## src/rtl/instr_issue_unit_pkg.sv

```systemverilog
// Shared constants for the instruction issue unit: FSM state codes, instruction
// field positions and the opcodes the bench and loader care about.
package instr_issue_unit_pkg;

   localparam int unsigned SW     = 3;
   localparam int unsigned InstrW = 16;
   localparam int unsigned OpcHi  = 15;
   localparam int unsigned OpcLo  = 13;
   localparam int unsigned OpHi   = 12;
   localparam int unsigned OpLo   = 11;
   localparam int unsigned OpcW   = OpcHi - OpcLo + 1;
   localparam int unsigned OpW    = OpHi - OpLo + 1;

   localparam logic [OpcW-1:0] OpcMov = 3'b110;
   localparam logic [OpcW-1:0] OpcAlu = 3'b101;

   typedef enum logic [SW-1:0] {
      StIdle  = 3'd0,
      StIssue = 3'd1,
      StAck   = 3'd2,
      StRun   = 3'd3,
      StErr   = 3'd4
   } state_e;

endpackage

```

## src/rtl/instr_issue_unit_if.sv

```systemverilog
// Handshake bundle: loader push port plus the start/wait link to the controller.
interface instr_issue_unit_if;

   logic                                     in_valid;
   logic [instr_issue_unit_pkg::InstrW-1:0]  in_instr;
   logic                                     in_ready;
   logic                                     w;
   logic                                     s;
   logic [instr_issue_unit_pkg::OpcW-1:0]    opcode;
   logic [instr_issue_unit_pkg::OpW-1:0]     op;

   modport master (
      output in_valid, in_instr, w,
      input  in_ready, s, opcode, op
   );

   modport slave (
      input  in_valid, in_instr, w,
      output in_ready, s, opcode, op
   );

endinterface

```

## src/rtl/instr_issue_unit_fifo.sv

```systemverilog
// Small instruction FIFO; pushes at full are dropped, push and pop may coincide.
module instr_issue_unit_fifo #(
   parameter int unsigned Depth = 4,
   parameter int unsigned Width = 16
) (
   input  logic             clk,
   input  logic             reset,
   input  logic             push,
   input  logic             pop,
   input  logic [Width-1:0] wdata,
   output logic [Width-1:0] rdata,
   output logic             full,
   output logic             empty
);

   localparam int unsigned PtrW = (Depth > 1) ? $clog2(Depth) : 1;

   logic [Width-1:0] mem_q [Depth];
   logic [PtrW-1:0]  wr_ptr_q, rd_ptr_q;
   logic [PtrW:0]    count_q;
   logic             do_push, do_pop;

   assign full    = (count_q == (PtrW+1)'(Depth));
   assign empty   = (count_q == '0);
   assign do_push = push & ~full;
   assign do_pop  = pop & ~empty;
   assign rdata   = mem_q[rd_ptr_q];

   // Pointers wrap naturally because Depth is a power of two.
   always_ff @(posedge clk or negedge reset) begin
      if (!reset) begin
         wr_ptr_q <= '0;
         rd_ptr_q <= '0;
         count_q  <= '0;
      end else begin
         if (do_push) wr_ptr_q <= wr_ptr_q + PtrW'(1);
         if (do_pop)  rd_ptr_q <= rd_ptr_q + PtrW'(1);
         if (do_push && !do_pop)      count_q <= count_q + (PtrW+1)'(1);
         else if (!do_push && do_pop) count_q <= count_q - (PtrW+1)'(1);
      end
   end

   always_ff @(posedge clk) begin
      if (do_push) mem_q[wr_ptr_q] <= wdata;
   end

endmodule

```

## src/rtl/instr_issue_unit.sv

```systemverilog
// Issues buffered instructions to the control FSM over the s/w handshake,
// watching for acceptance and completion with timeouts, and counts completions.
module instr_issue_unit
   import instr_issue_unit_pkg::*;
#(
   parameter int unsigned Depth      = 4,
   parameter int unsigned AckTimeout = 4,
   parameter int unsigned RunTimeout = 16,
   parameter int unsigned CntW       = 8
) (
   input  logic                clk,
   input  logic                reset,
   instr_issue_unit_if.slave   iss,
   input  logic                err_clr,
   output logic                busy,
   output logic                done,
   output logic                err,
   output logic [CntW-1:0]     issued_cnt
);

   localparam int unsigned TMax   = (RunTimeout > AckTimeout) ? RunTimeout : AckTimeout;
   localparam int unsigned TimerW = (TMax > 2) ? $clog2(TMax) : 1;

   state_e            state_q, state_d;
   logic [TimerW-1:0] timer_q, timer_d;
   logic              s_q, s_d;
   logic [OpcW-1:0]   opcode_q, opcode_d;
   logic [OpW-1:0]    op_q, op_d;
   logic              done_q, done_d;
   logic              err_q, err_d;
   logic [CntW-1:0]   cnt_q, cnt_d;

   logic              pop, full, empty;
   logic [InstrW-1:0] head;
   logic              unused_head_lo;

   instr_issue_unit_fifo #(
      .Depth (Depth),
      .Width (InstrW)
   ) u_fifo (
      .clk   (clk),
      .reset (reset),
      .push  (iss.in_valid),
      .pop   (pop),
      .wdata (iss.in_instr),
      .rdata (head),
      .full  (full),
      .empty (empty)
   );

   assign unused_head_lo = ^head[OpLo-1:0];

   always_comb begin
      state_d  = state_q;
      timer_d  = timer_q;
      s_d      = 1'b0;
      opcode_d = opcode_q;
      op_d     = op_q;
      done_d   = 1'b0;
      err_d    = err_q;
      cnt_d    = cnt_q;
      pop      = 1'b0;
      unique case (state_q)
         StIdle: begin
            // Only start when the controller reports idle, so done and the next s never touch.
            if (!empty && iss.w) begin
               pop      = 1'b1;
               opcode_d = head[OpcHi:OpcLo];
               op_d     = head[OpHi:OpLo];
               s_d      = 1'b1;
               state_d  = StIssue;
            end
         end
         StIssue: begin
            timer_d = '0;
            state_d = StAck;
         end
         StAck: begin
            if (!iss.w) begin
               timer_d = '0;
               state_d = StRun;
            end else if (timer_q == TimerW'(AckTimeout - 1)) begin
               err_d   = 1'b1;
               state_d = StErr;
            end else begin
               timer_d = timer_q + TimerW'(1);
            end
         end
         StRun: begin
            if (iss.w) begin
               done_d  = 1'b1;
               cnt_d   = cnt_q + CntW'(1);
               state_d = StIdle;
            end else if (timer_q == TimerW'(RunTimeout - 1)) begin
               err_d   = 1'b1;
               state_d = StErr;
            end else begin
               timer_d = timer_q + TimerW'(1);
            end
         end
         StErr: begin
            if (err_clr) begin
               err_d   = 1'b0;
               state_d = StIdle;
            end
         end
         default: state_d = StIdle;
      endcase
   end

   always_ff @(posedge clk or negedge reset) begin
      if (!reset) begin
         state_q  <= StIdle;
         timer_q  <= '0;
         s_q      <= 1'b0;
         opcode_q <= '0;
         op_q     <= '0;
         done_q   <= 1'b0;
         err_q    <= 1'b0;
         cnt_q    <= '0;
      end else begin
         state_q  <= state_d;
         timer_q  <= timer_d;
         s_q      <= s_d;
         opcode_q <= opcode_d;
         op_q     <= op_d;
         done_q   <= done_d;
         err_q    <= err_d;
         cnt_q    <= cnt_d;
      end
   end

   assign iss.in_ready = ~full;
   assign iss.s        = s_q;
   assign iss.opcode   = opcode_q;
   assign iss.op       = op_q;
   assign busy         = (state_q == StIssue) || (state_q == StAck) || (state_q == StRun);
   assign done         = done_q;
   assign err          = err_q;
   assign issued_cnt   = cnt_q;

endmodule

```

## src/flat_wrapper.sv

```systemverilog
// flat-port wrapper written by rule: the top's interface ports become plain ports
module instr_issue_unit_flat import instr_issue_unit_pkg::*;
#(
   parameter int unsigned Depth      = 4,
   parameter int unsigned AckTimeout = 4,
   parameter int unsigned RunTimeout = 16,
   parameter int unsigned CntW       = 8
)
  (clk, reset, err_clr, busy, done, err, issued_cnt, iss_in_valid, iss_in_instr, iss_w, iss_in_ready, iss_s, iss_opcode, iss_op);
  instr_issue_unit_if iss_i ();
  input  logic clk;
  input  logic reset;
  input  logic err_clr;
  output logic busy;
  output logic done;
  output logic err;
  output logic [CntW-1:0] issued_cnt;
  input wire logic [$bits(iss_i.in_valid)-1:0] iss_in_valid;
  input wire logic [$bits(iss_i.in_instr)-1:0] iss_in_instr;
  input wire logic [$bits(iss_i.w)-1:0] iss_w;
  output wire logic [$bits(iss_i.in_ready)-1:0] iss_in_ready;
  output wire logic [$bits(iss_i.s)-1:0] iss_s;
  output wire logic [$bits(iss_i.opcode)-1:0] iss_opcode;
  output wire logic [$bits(iss_i.op)-1:0] iss_op;
  assign iss_i.in_valid = iss_in_valid;
  assign iss_i.in_instr = iss_in_instr;
  assign iss_i.w = iss_w;
  assign iss_in_ready = iss_i.in_ready;
  assign iss_s = iss_i.s;
  assign iss_opcode = iss_i.opcode;
  assign iss_op = iss_i.op;
  instr_issue_unit #(.Depth(Depth), .AckTimeout(AckTimeout), .RunTimeout(RunTimeout), .CntW(CntW)) u_core (.clk(clk), .reset(reset), .iss(iss_i), .err_clr(err_clr), .busy(busy), .done(done), .err(err), .issued_cnt(issued_cnt));
endmodule
```

## config.mk

```make
export PLATFORM = sky130hd
export DESIGN_NAME = instr_issue_unit_flat
export DESIGN_NICKNAME = d
export VERILOG_FILES = /design/src/rtl/instr_issue_unit_pkg.sv /design/src/rtl/instr_issue_unit_if.sv /design/src/rtl/instr_issue_unit_fifo.sv /design/src/rtl/instr_issue_unit.sv /design/src/flat_wrapper.sv
export SDC_FILE = /design/constraint.sdc
export NUM_CORES = 1
export LEC_CHECK = 0
export ABC_CLOCK_PERIOD_IN_PS = 6300
export CAP_MARGIN = 20
export CELL_PAD_IN_SITES_DETAIL_PLACEMENT = 1
export CELL_PAD_IN_SITES_GLOBAL_PLACEMENT = 1
export CORE_UTILIZATION = 30
export CTS_CLUSTER_DIAMETER = 200
export CTS_CLUSTER_SIZE = 14
export DETAILED_ROUTE_END_ITERATION = 8
export DONT_BUFFER_PORTS = 1
export HOLD_SLACK_MARGIN = 0.02
export PLACE_DENSITY = 0.51
export SYNTH_ARGS = -nofsm -noshare
export SYNTH_HDL_FRONTEND = slang
export SYNTH_SLANG_ARGS = --single-unit
```

## constraint.sdc

```tcl
create_clock -name clk -period 6.3 [get_ports clk]
set_input_delay 1.26 -clock clk [delete_from_list [all_inputs] [get_ports clk]]
set_output_delay 1.26 -clock clk [all_outputs]
set_load 0.05 [all_outputs]
```

== Word-level counts from Yosys, hierarchy flattened ==
Memory sizes are Yosys's and may differ from the RTL's. A register that Yosys moved wholly into a read port is not among the register bits.
Cells that the tools add are included.

* Flip-flop bits (word level): 25
* Bits in latches: 0
* Memory bits (writable): 64
* Memory bits (read-only): 0
* Bits of input ports: 21
* Output and inout bits: 18
* Word-level logic and storage cells: 82
* Memories: 1

* $add $sub $neg: 6
* Multiply operators: 0
* Divide/modulo/power cells: 0
* Magnitude comparators: 0
* Equality and inequality tests: 17
* Shift-type cells: 0
* Mux-type cells: 26
* Bitwise logic cells: 4
* Reduce and logical (&&, ||, !) cells: 19

{| class="wikitable"
|+ Memories
! name !! words !! bits a word !! read ports !! clocked after memory_dff !! write ports !! line !! source
|-
| u_core.u_fifo.mem_q || 4 || 16 || 1 || 1 || 1 || instr_issue_unit_fifo.sv:18 || <nowiki>logic [Width-1:0] mem_q [Depth];</nowiki>
|}

{| class="wikitable"
|+ Operators with widths
! cell !! number
|-
| 2-to-1 mux 3 bit || 8
|-
| 2-to-1 mux 4 bit || 4
|-
| case mux 3 bit (5 select lines) || 1
|-
| case mux 4 bit (3 select lines) || 1
|-
| 2-to-1 mux 1 bit || 11
|-
| adder 8 x 1 -> 8 bit, second input constant || 1
|-
| inequality test 2 bit, second input constant || 4
|-
| AND reduction 4 bit || 2
|-
| == test 3 x 2 -> 1 bit, second input constant || 2
|-
| == test 3 bit, second input constant || 2
|-
| zero test 3 bit || 2
|-
| inequality test 2 x 1 -> 1 bit, second input constant || 3
|-
| inequality test 3 x 2 -> 1 bit, second input constant || 2
|-
| AND reduction 6 bit || 1
|-
| nonzero test 3 bit || 2
|-
| adder 2 x 1 -> 2 bit, second input constant || 2
|-
| adder 4 x 1 -> 4 bit, second input constant || 1
|-
| == test 4 x 2 -> 1 bit, second input constant || 1
|-
| == test 4 bit, second input constant || 1
|-
| zero test 1 bit || 4
|-
| AND reduction 2 bit || 2
|-
| adder 3 x 1 -> 3 bit, second input constant || 1
|-
| == test 3 x 1 -> 1 bit, second input constant || 1
|-
| logical AND 1 bit || 3
|-
| other kinds (7) || 10
|}

== Longest topological paths before layout ==
Gate-level depths: netlist (run 1).

* Depth after elaboration: 9
* Mapped depth: 10

== Hierarchy ==
A second synthesis (run 1) with hierarchy kept.

* Cell total of the unflattened synthesis: 218
* Area total of the unflattened synthesis: 3,943.8 µm²

{| class="wikitable"
|+ By module, submodules not included
! module !! times used !! cells an instance !! area each (µm²)
|-
| instr_issue_unit_fifo || 1 || 120 || 2,778.9
|-
| instr_issue_unit || 1 || 98 || 1,164.9
|}

== Least setup slack after synthesis (run 1) ==
No wires, ideal clock.

* Path kind: input to register
* Start point: input iss_w
* End point: register u_core.u_fifo.count_q[2]
* Setup time: 79 ps
* Data arrival time: 2,635 ps
* Data required time: 6,221 ps
* Path slack: 3,585 ps
* Stages: 9
* Path buffers: 1
* Cells stage by stage: and4bb_1 -> buf_6 -> inv_2 -> ha_1 -> inv_1 -> fa_1 -> xor2_1 -> nor2_1 -> xor2_1

* Word-level cells in the longest chain between the ends: 7

{| class="wikitable"
|+ RTL lines
! what !! line !! source
|-
| start, declared || flat_wrapper.sv:20 || <nowiki>input wire logic [$bits(iss_i.w)-1:0] iss_w;</nowiki>
|-
| logical AND 1 bit (*) || instr_issue_unit.sv:66 || <nowiki>if (!empty && iss.w) begin</nowiki>
|-
| 2-to-1 mux 1 bit (*) || instr_issue_unit.sv:66 ||
|-
| 2-to-1 mux 1 bit (*) || instr_issue_unit.sv:63 || <nowiki>unique case (state_q)</nowiki>
|-
| net u_core.pop || instr_issue_unit.sv:33 || <nowiki>logic pop, full, empty;</nowiki>
|-
| AND 1 bit (*) || instr_issue_unit_fifo.sv:26 || <nowiki>assign do_pop = pop & ~empty;</nowiki>
|-
| zero test 1 bit || instr_issue_unit_fifo.sv:38 || <nowiki>if (do_push && !do_pop) count_q <= count_q + (PtrW+1)'(1);</nowiki>
|-
| logical AND 1 bit || instr_issue_unit_fifo.sv:38 ||
|-
| 2-to-1 mux 3 bit or nonzero test 2 bit (tied branches) || -- ||
|-
| end signal, assigned || instr_issue_unit_fifo.sv:38 ||
|-
| end signal, assigned || instr_issue_unit_fifo.sv:39 || <nowiki>else if (!do_push && do_pop) count_q <= count_q - (PtrW+1)'(1);</nowiki>
|-
| end, declared || instr_issue_unit_fifo.sv:20 || <nowiki>logic [PtrW:0] count_q;</nowiki>
|}

The timed path passes the listed nets; every way through them passes the cells marked *.
A chain may end at the register's enable or synchronous reset.

== Worst setup path after layout (run 1) ==
* Start point: register u_core.state_q[1]
* End point: output busy

* Word-level cells in the longest chain between the ends: 3

{| class="wikitable"
|+ RTL lines
! what !! line !! source
|-
| start, declared || instr_issue_unit.sv:24 || <nowiki>state_e state_q, state_d;</nowiki>
|-
| start signal, assigned || instr_issue_unit.sv:113 || <nowiki>state_q <= StIdle;</nowiki>
|-
| start signal, assigned || instr_issue_unit.sv:122 || <nowiki>state_q <= state_d;</nowiki>
|-
| == test 3 x 1 -> 1 bit or == test 3 x 2 -> 1 bit (tied branches) || instr_issue_unit.sv:137 || <nowiki>assign busy = (state_q == StIssue) || (state_q == StAck) || (state_q == StRun);</nowiki>
|-
| logical OR 1 bit || instr_issue_unit.sv:137 ||
|-
| logical OR 1 bit (*) || instr_issue_unit.sv:137 ||
|-
| end, declared || flat_wrapper.sv:14 || <nowiki>output logic busy;</nowiki>
|}

Mark *: on every way between the ends. The rest lies on a longest branch, timed or not.

==> results.md, run 1 <==
* Status: complete, no violations
* R2R setup slack at slightly below 4000 ps
* Tot GR Track Use at between 10% and 20%
* Largest net degree at the start of global routing at 31
* Total I/O pin count at 39
* Clk_skew at 7.86 ps
* #FFs+latches synth at 50
* Cell Chain, Critical Path: nor2_2, nor2_1
* Yosys top cell by area: dfrtp_1
* Clock Pin Slew Worst Setup and Hold Paths at 90 ps
* # Max-Cap Violations at 0
* RR Endpoint: u_core.u_fifo.count_q[2]
* Num CTS Buffers at 5
* R2R Path Start: u_core.u_fifo.count_q[0]
* Lkg Pwr at between 0.0009 and 0.001 uW
* Slew headroom at 39.3%
* RSZ-0062 raised after global routing: false
* Drt wl/cell at 15.7 microns
* Net Count, Synth at 181
* Layout Utilization at 34.1%
* WP data arrival at 1630 ps
* Via/cell ratio at 4.70
* Maximum vdd ir drop at 0.000126 V
* Min-Delay Endpoint: u_core.u_fifo.count_q[2]
* Layout cell share with drive strength beyond 1 at 14.9%
* CP top delay family: simple AND/OR/NAND/NOR gates
* Number of synthesized flops with an enable pin at 20
* Worst stage delay on the critical path at 700 ps
* Synth Flop Type: dfrtp_1
* Final count of negative-setup-slack endpoints at 0
* Fillcell total at 721
* Min-delay worst type: reg2reg
* Largest family of logic cells by synthesized area: simple AND/OR/NAND/NOR gates
* Simple-gate area share of the yosys netlist at 12.4%
* Clock buffer depth at 2
* Synth unique cells at 40
* Largest cells by area after synthesis: dfrtp_1 34%, edfxtp_1 27%, mux4_2 5.1%
* Fin crit share at 45.8%
* Hold Buf Count CTS at 0
* Power Total at 1140 uW
* ANT cells at 0
* Hold slack at 518 ps
* Mapped Area at 0.00221 sq mm
* H-tree lvl count at 2
* Nets at 182
* CP Data Required Time at 5040 ps
* DP HPWL at 2.81 mm
* Crit path capture type: output pin
* Worst Setup Path Type: reg2out
* Yosys warns at 0
* Post-CTS Setup Inserts at 0
* Area of the core at between 0.006 and 0.007 sq mm
* Final GP Congestion at between 0.7 and 0.8
* Post-synthesis sequential area ratio at 61.1%
* WL final at 3.93 mm
* CTS tree: built
* FF-to-FF path depth at 9
* CTS Sinks at 50
* Worst path slowest cell: nor2_1
* Buf+Inv Stages, Crit Path at 0
* Routed Antenna Nets at 0
* Die area at 0.00773 sq mm
* Setup TNS at 0 ps
* Global route overflow at 0
* Synthesized instance count at about 150
* CP Max Fanout at 8
* Worst-Margin Slew at 907 ps
* Hold path startpoint: u_core.u_fifo.count_q[2]
* # port buffers at 0
* Mux cell area share after synthesis at 10.5%
* Clock Tree Root: clkbuf_8
* Top-area cell type share of the netlist area at around a third
* Die width at 87.9 microns
* DR pass1 iterations at 4
* Pwr Density at 481 mW/mm^2
* Synth Area in Compound Gates at 2.77%
* Cts repair resizes at 0
* DR DRC count at 0
* Setup crit start kind: register
* Synth Area in Adders at 4.86%
* Starting density of the core at roughly a third
* Initial antenna violation count at 0
* Die height at 87.9 microns
* Hold path depth at 1
* Final worst path period need at 2890 ps
* Async SR Flop Fraction at 60.0%
* Area Growth Syn to Fin at 7.12%
* Final Hold Viols at 0
* Pins over their slew limit at 0
* # rows at 30
* Via count at roughly 1200
* Syn avg cell area at about 15 sq um
* Vias in the first global route at 1311
* Synth Area in XOR/XNOR at 5.14%
* Starting DRT DRC Count at 19
* First-pass GRT wire length at approximately 6.5 mm
* F_max at approximately 350 MHz
* Clk Latency, worst-skew pair at 300 ps
==> worst reg2reg max path, cell delays in order, from the launching register on <==
cell	delay, ps
dfrtp_1	430
nor2_1	70
nand2_1	460
and2_1	290
ha_1	220
inv_1	80
fa_1	420
xor2_1	150
nor2_1	120
xor2_1	150
==> worst max-delay path by stage <==
stage | from | end | cells past startpoint
finish | u_core.state_q[1] | busy | 2
CTS | u_core.state_q[1] | busy | 2
floorplan | iss_w | u_core.u_fifo.count_q[2] | 9
global placement | iss_w | u_core.u_fifo.count_q[1] | 6
global route | u_core.state_q[1] | busy | 2
detailed placement | iss_w | u_core.u_fifo.count_q[1] | 6
==> layer usage <==
metal,part of all wire [%],wire length (microns),GRT usage (%)
met1,41,1630,12.9
met2,54,2110,20.0
met3,3.7,145,3.68
met4,1.4,56,5.22
met5,0,0,0
==> cells in the mapped netlist, drive strengths merged, types with 3 or more instances <==
cell,number
inv,5
and3,5
nand3,5
buf,6
mux2i,3
nand4,4
ha,7
mux2,8
nor2,6
dfrtp,30
mux4,5
xor2,6
nand2,12
xnor2,7
nand2b,3
edfxtp,20
==> stage by stage <==
stage	worst slack, ps	cell area (sq um)	cells
6_report	3410	2370	250
5_1_grt	3360	2370	250
2_1_floorplan	3590	2210	152
3_5_place_dp	3350	2280	242
3_3_place_gp	3410	2280	242
4_1_cts	3400	2370	250
==> where the power goes <==
part           leakage, uW  switching (uW)  total (uW)  internal [uW]
combinational     0.000344             155         300            145
sequential        0.000562             217         655            438
clock            0.0000441             108         186           78.2
==> area by class of cell <==
cell class              instances  area, sq um  share of cell area (%)
multi-input cells              91          791                    33.4
clock buffers                   5         68.8                    2.90
flip-flops and latches         50         1350                    57.0
well taps                      96          120                    5.07
inverters                       5         18.8                   0.792
clock inverters                 3         21.3                   0.897
==> state kept, by name, summed over array words and instances, names as in the netlist <==
name / flops
u_core.u_fifo.wr_ptr_q: 2
u_core.u_fifo.rd_ptr_q: 2
u_core.done: 1
u_core.state_q: 3
u_core.u_fifo.count_q: 3
u_core.timer_q: 4
u_core.iss.op: 2
u_core.u_fifo.mem_q: 20
u_core.iss.opcode: 3
u_core.err: 1
u_core.iss.s: 1
u_core.issued_cnt: 8
==> kinds of logic (layout without fill, tap and decap cells) <==
kind of cell,Yosys count,count (layout)
fa+ha+maj,8,8
mux,16,16
xor+xnor,13,13
compound gates,7,7
flops,50,50
buf+inv,11,13
simple gates,47,47
==> cells in the final DEF (no fill, tap or decap), types with 2 or more instances in the layout <==
cell      Yosys  layout
xor2_1        6       6
mux2i_1       3       3
mux4_2        5       5
edfxtp_1     20      20
xnor2_1       7       7
mux2_2        4       4
o21ai_1       2       2
ha_1          7       7
clkbuf_8      0       5
nand3_1       5       5
nand3b_1      2       2
nand2b_1      3       3
dfrtp_1      30      30
and3_1        4       4
nand4_1       4       4
nand2_1      12      12
inv_1         4       4
nor2_1        5       5
mux2_1        4       4
(Power assumes the default switching activity.)
==> run 2: changes to the inputs <==
--- a/config.mk
+++ b/config.mk
@@ -5,7 +5,7 @@
 export SDC_FILE = /design/constraint.sdc
 export NUM_CORES = 1
 export LEC_CHECK = 0
-export ABC_CLOCK_PERIOD_IN_PS = 6300
+export ABC_CLOCK_PERIOD_IN_PS = 2370
 export CAP_MARGIN = 20
 export CELL_PAD_IN_SITES_DETAIL_PLACEMENT = 1
 export CELL_PAD_IN_SITES_GLOBAL_PLACEMENT = 1
@@ -15,7 +15,7 @@
 export DETAILED_ROUTE_END_ITERATION = 8
 export DONT_BUFFER_PORTS = 1
 export HOLD_SLACK_MARGIN = 0.02
-export PLACE_DENSITY = 0.51
+export PLACE_DENSITY = 0.52
 export SYNTH_ARGS = -nofsm -noshare
 export SYNTH_HDL_FRONTEND = slang
 export SYNTH_SLANG_ARGS = --single-unit
==> constraint.sdc (replaced) <==
create_clock -name clk -period 2.37 [get_ports clk]
set_input_delay 0.474 -clock clk [delete_from_list [all_inputs] [get_ports clk]]
set_output_delay 0.474 -clock clk [all_outputs]
set_load 0.05 [all_outputs]
==> results.md, run 2 (synthesized netlist as in run 1, its figures left out) <==
* DR DRC count at 0 (unchanged)
* Min-delay worst type: in2reg
* Worst stage delay on the critical path at 430 ps (-270 ps)
* Starting density of the core at 31.9% (unchanged)
* Post-CTS Setup Inserts at 0 (unchanged)
* Clock Pin Slew Worst Setup and Hold Paths at 90 ps (about the same)
* CP Max Fanout at 4 (-4)
* Most frequent cells in the layout: 30 x dfrtp_1, 20 x edfxtp_1, 12 x nand2_1
* Most flops, register: u_core.u_fifo.mem_q
* ANT cells at 0 (unchanged)
* Pins over their slew limit at 0 (unchanged)
* Commonest non-fill, non-tap cell in the layout: dfrtp_1
* Vias in the first global route at 1332 (+1.6%)
* Lkg Pwr at 0.00100 uW (+5.5%)
* Worst Setup Path Type: reg2reg
* Global route overflow at 0 (unchanged)
* Slew headroom at 60.6% (+21 points)
* Total I/O pin count at 39 (unchanged)
* # port buffers at 0 (unchanged)
* Setup crit start kind: register
* Clk pwr share at 19.0% (+2.7 points)
* Max reg flops at 20 (unchanged)
* Largest net degree at the start of global routing at 31 (unchanged)
* Layout cell share with drive strength beyond 1 at 17.4% (+2.5 points)
* F_max at 462 MHz
* Drt wl/cell at 14.8 microns (-6.0%)
* Final Hold Viols at 0 (unchanged)
* Clk_skew at 9.31 ps (+1.45 ps)
* Clock Tree Root: clkbuf_8
* CTS Sinks at 50 (unchanged)
* Final count of negative-setup-slack endpoints at 0 (unchanged)
* Worst path slowest cell: dfrtp_1
* WL final at 3.80 mm (-3.4%)
* Initial antenna violation count at 0 (unchanged)
* RSZ-0062 raised after global routing: false
* H-tree lvl count at 2 (unchanged)
* Sequential Power Share at 54.1% (-3.3 points)
* Die height at 87.9 microns (unchanged)
* Via/cell ratio at 4.64 (-1.1%)
* Power Internal at 1940 uW (+190%)
* WP data arrival at 2390 ps (+760 ps)
* CP Data Required Time at 2590 ps (-2450 ps)
* Tot GR Track Use at 11.0% (-0.48 points)
* DR pass1 iterations at 2 (-2)
* Top cell by count, worst path: xor2_1
* Status: complete, no violations
* Die width at 87.9 microns (unchanged)
* Final Cell Area at 0.00246 sq mm (+4.0%)
* Area Growth Syn to Fin at 11.4%
* # rows at 30 (unchanged)
* Pwr Density at 1300 mW/mm^2 (+170%)
* Final worst path period need at 2170 ps
* Dpl cell area at 0.00232 sq mm (+1.6%)
* R2R setup slack at 200 ps (-3650 ps)
* CTS tree: built
* Worst-Margin Slew at 592 ps (-315 ps)
* Buf+Inv Stages, Crit Path at 2 (+2)
* Clock buffer depth at 2 (unchanged)
* P_sw at 1270 uW (+160%)
* CP top delay family: simple AND/OR/NAND/NOR gates
* Crit path capture type: register
* Starting DRT DRC Count at 35 (+16)
* Cell Chain, Critical Path: nor3_1, and4bb_1, inv_2, ha_1, inv_1, fa_1, xor2_1, nor2_1, xor2_1
* Routed Antenna Nets at 0 (unchanged)
* Gate power share at 26.9% (+0.6 points)
* Maximum vdd ir drop at 0.000289 V (+130%)
* Via count at 1193 (+1.6%)
* Setup TNS at 0 ps (unchanged)
* Clk Latency, worst-skew pair at 300 ps (about the same)
* Switching fraction of total power at 39.5% (-2.6 points)
* DP HPWL at 2.81 mm (about the same)
* PnR worst setup slack at 204 ps (-3210 ps)
* Post-Place Setup Slack at 187 ps (-3160 ps)
* First-pass GRT wire length at 6.32 mm (-2.8%)
* Area of the core at 0.00694 sq mm (unchanged)
* Die area at 0.00773 sq mm (unchanged)
* # Max-Cap Violations at 0 (unchanged)
* Total placed cells including tap cells at 247 (+2.1%)
* Nets at 189 (+3.8%)
* Fin crit share at roughly nine tenths
* Final non-filler cell total at 257 (+2.8%)
* Num CTS Buffers at 5 (unchanged)
* Final GP Congestion at 0.707 (-4.7%)
[run 2: stage by stage]
step                util, %  power [uW]  hold WS, ps
finish                 35.5        3210          265
floorplan                 -        2400          178
CTS                    35.5        3270          254
global route           35.5        3420          244
global placement       33.4        2560          179
detailed placement     33.4        2630          179
[run 2: metal layers]
metal / vias to the layer above / GRT usage, % / wire length (microns)
li1: 558 / - / -
met2: 18 / 19.5 / 2020
met4: 0 / 4.02 / 43
met5: - / 0 / 0
met1: 613 / 12.4 / 1610
met3: 4 / 3.58 / 132
[run 2: path summary, 6_finish.rpt]
path / depth (start not counted) / start / endpoint
worst max-delay path: 9 / u_core.u_fifo.count_q[0] / u_core.u_fifo.count_q[2]
worst min-delay path: 0 / iss_in_instr[14] / u_core.u_fifo.mem_q[2][14]
worst max register to register: 9 / u_core.u_fifo.count_q[0] / u_core.u_fifo.count_q[2]
worst min register to register: 1 / u_core.u_fifo.count_q[2] / u_core.u_fifo.count_q[2]
max in group asynchronous: 2 / reset / u_core.u_fifo.rd_ptr_q[0]
min in group asynchronous: 2 / reset / u_core.iss.opcode[0]
[run 2: what timing repair did]
| item | in CTS | in global routing |
|---|---|---|
| hold endpoints to repair | 30 | 0 |
| hold buffers | 2 | 0 |
| resized for setup | 0 | 0 |
[run 2: power by group through the flow]
stage	Sequential (uW)	Clock (uW)	Combinational, uW
after floorplan	1650	0	751
after global placement	1750	0	808
after detailed placement	1770	0	866
after CTS	1750	635	887
after global routing	1790	664	963
final	1740	610	861
[run 2: layout make-up]
cell class,count,area (sq um)
Clock inverter,1,30.0
Fill cell,710,4480
Multi-Input combinational cell,91,791
Tap cell,96,120
Clock buffer,7,86.3
Inverter,5,18.8
Sequential cell,50,1350
Timing Repair Buffer,7,67.6
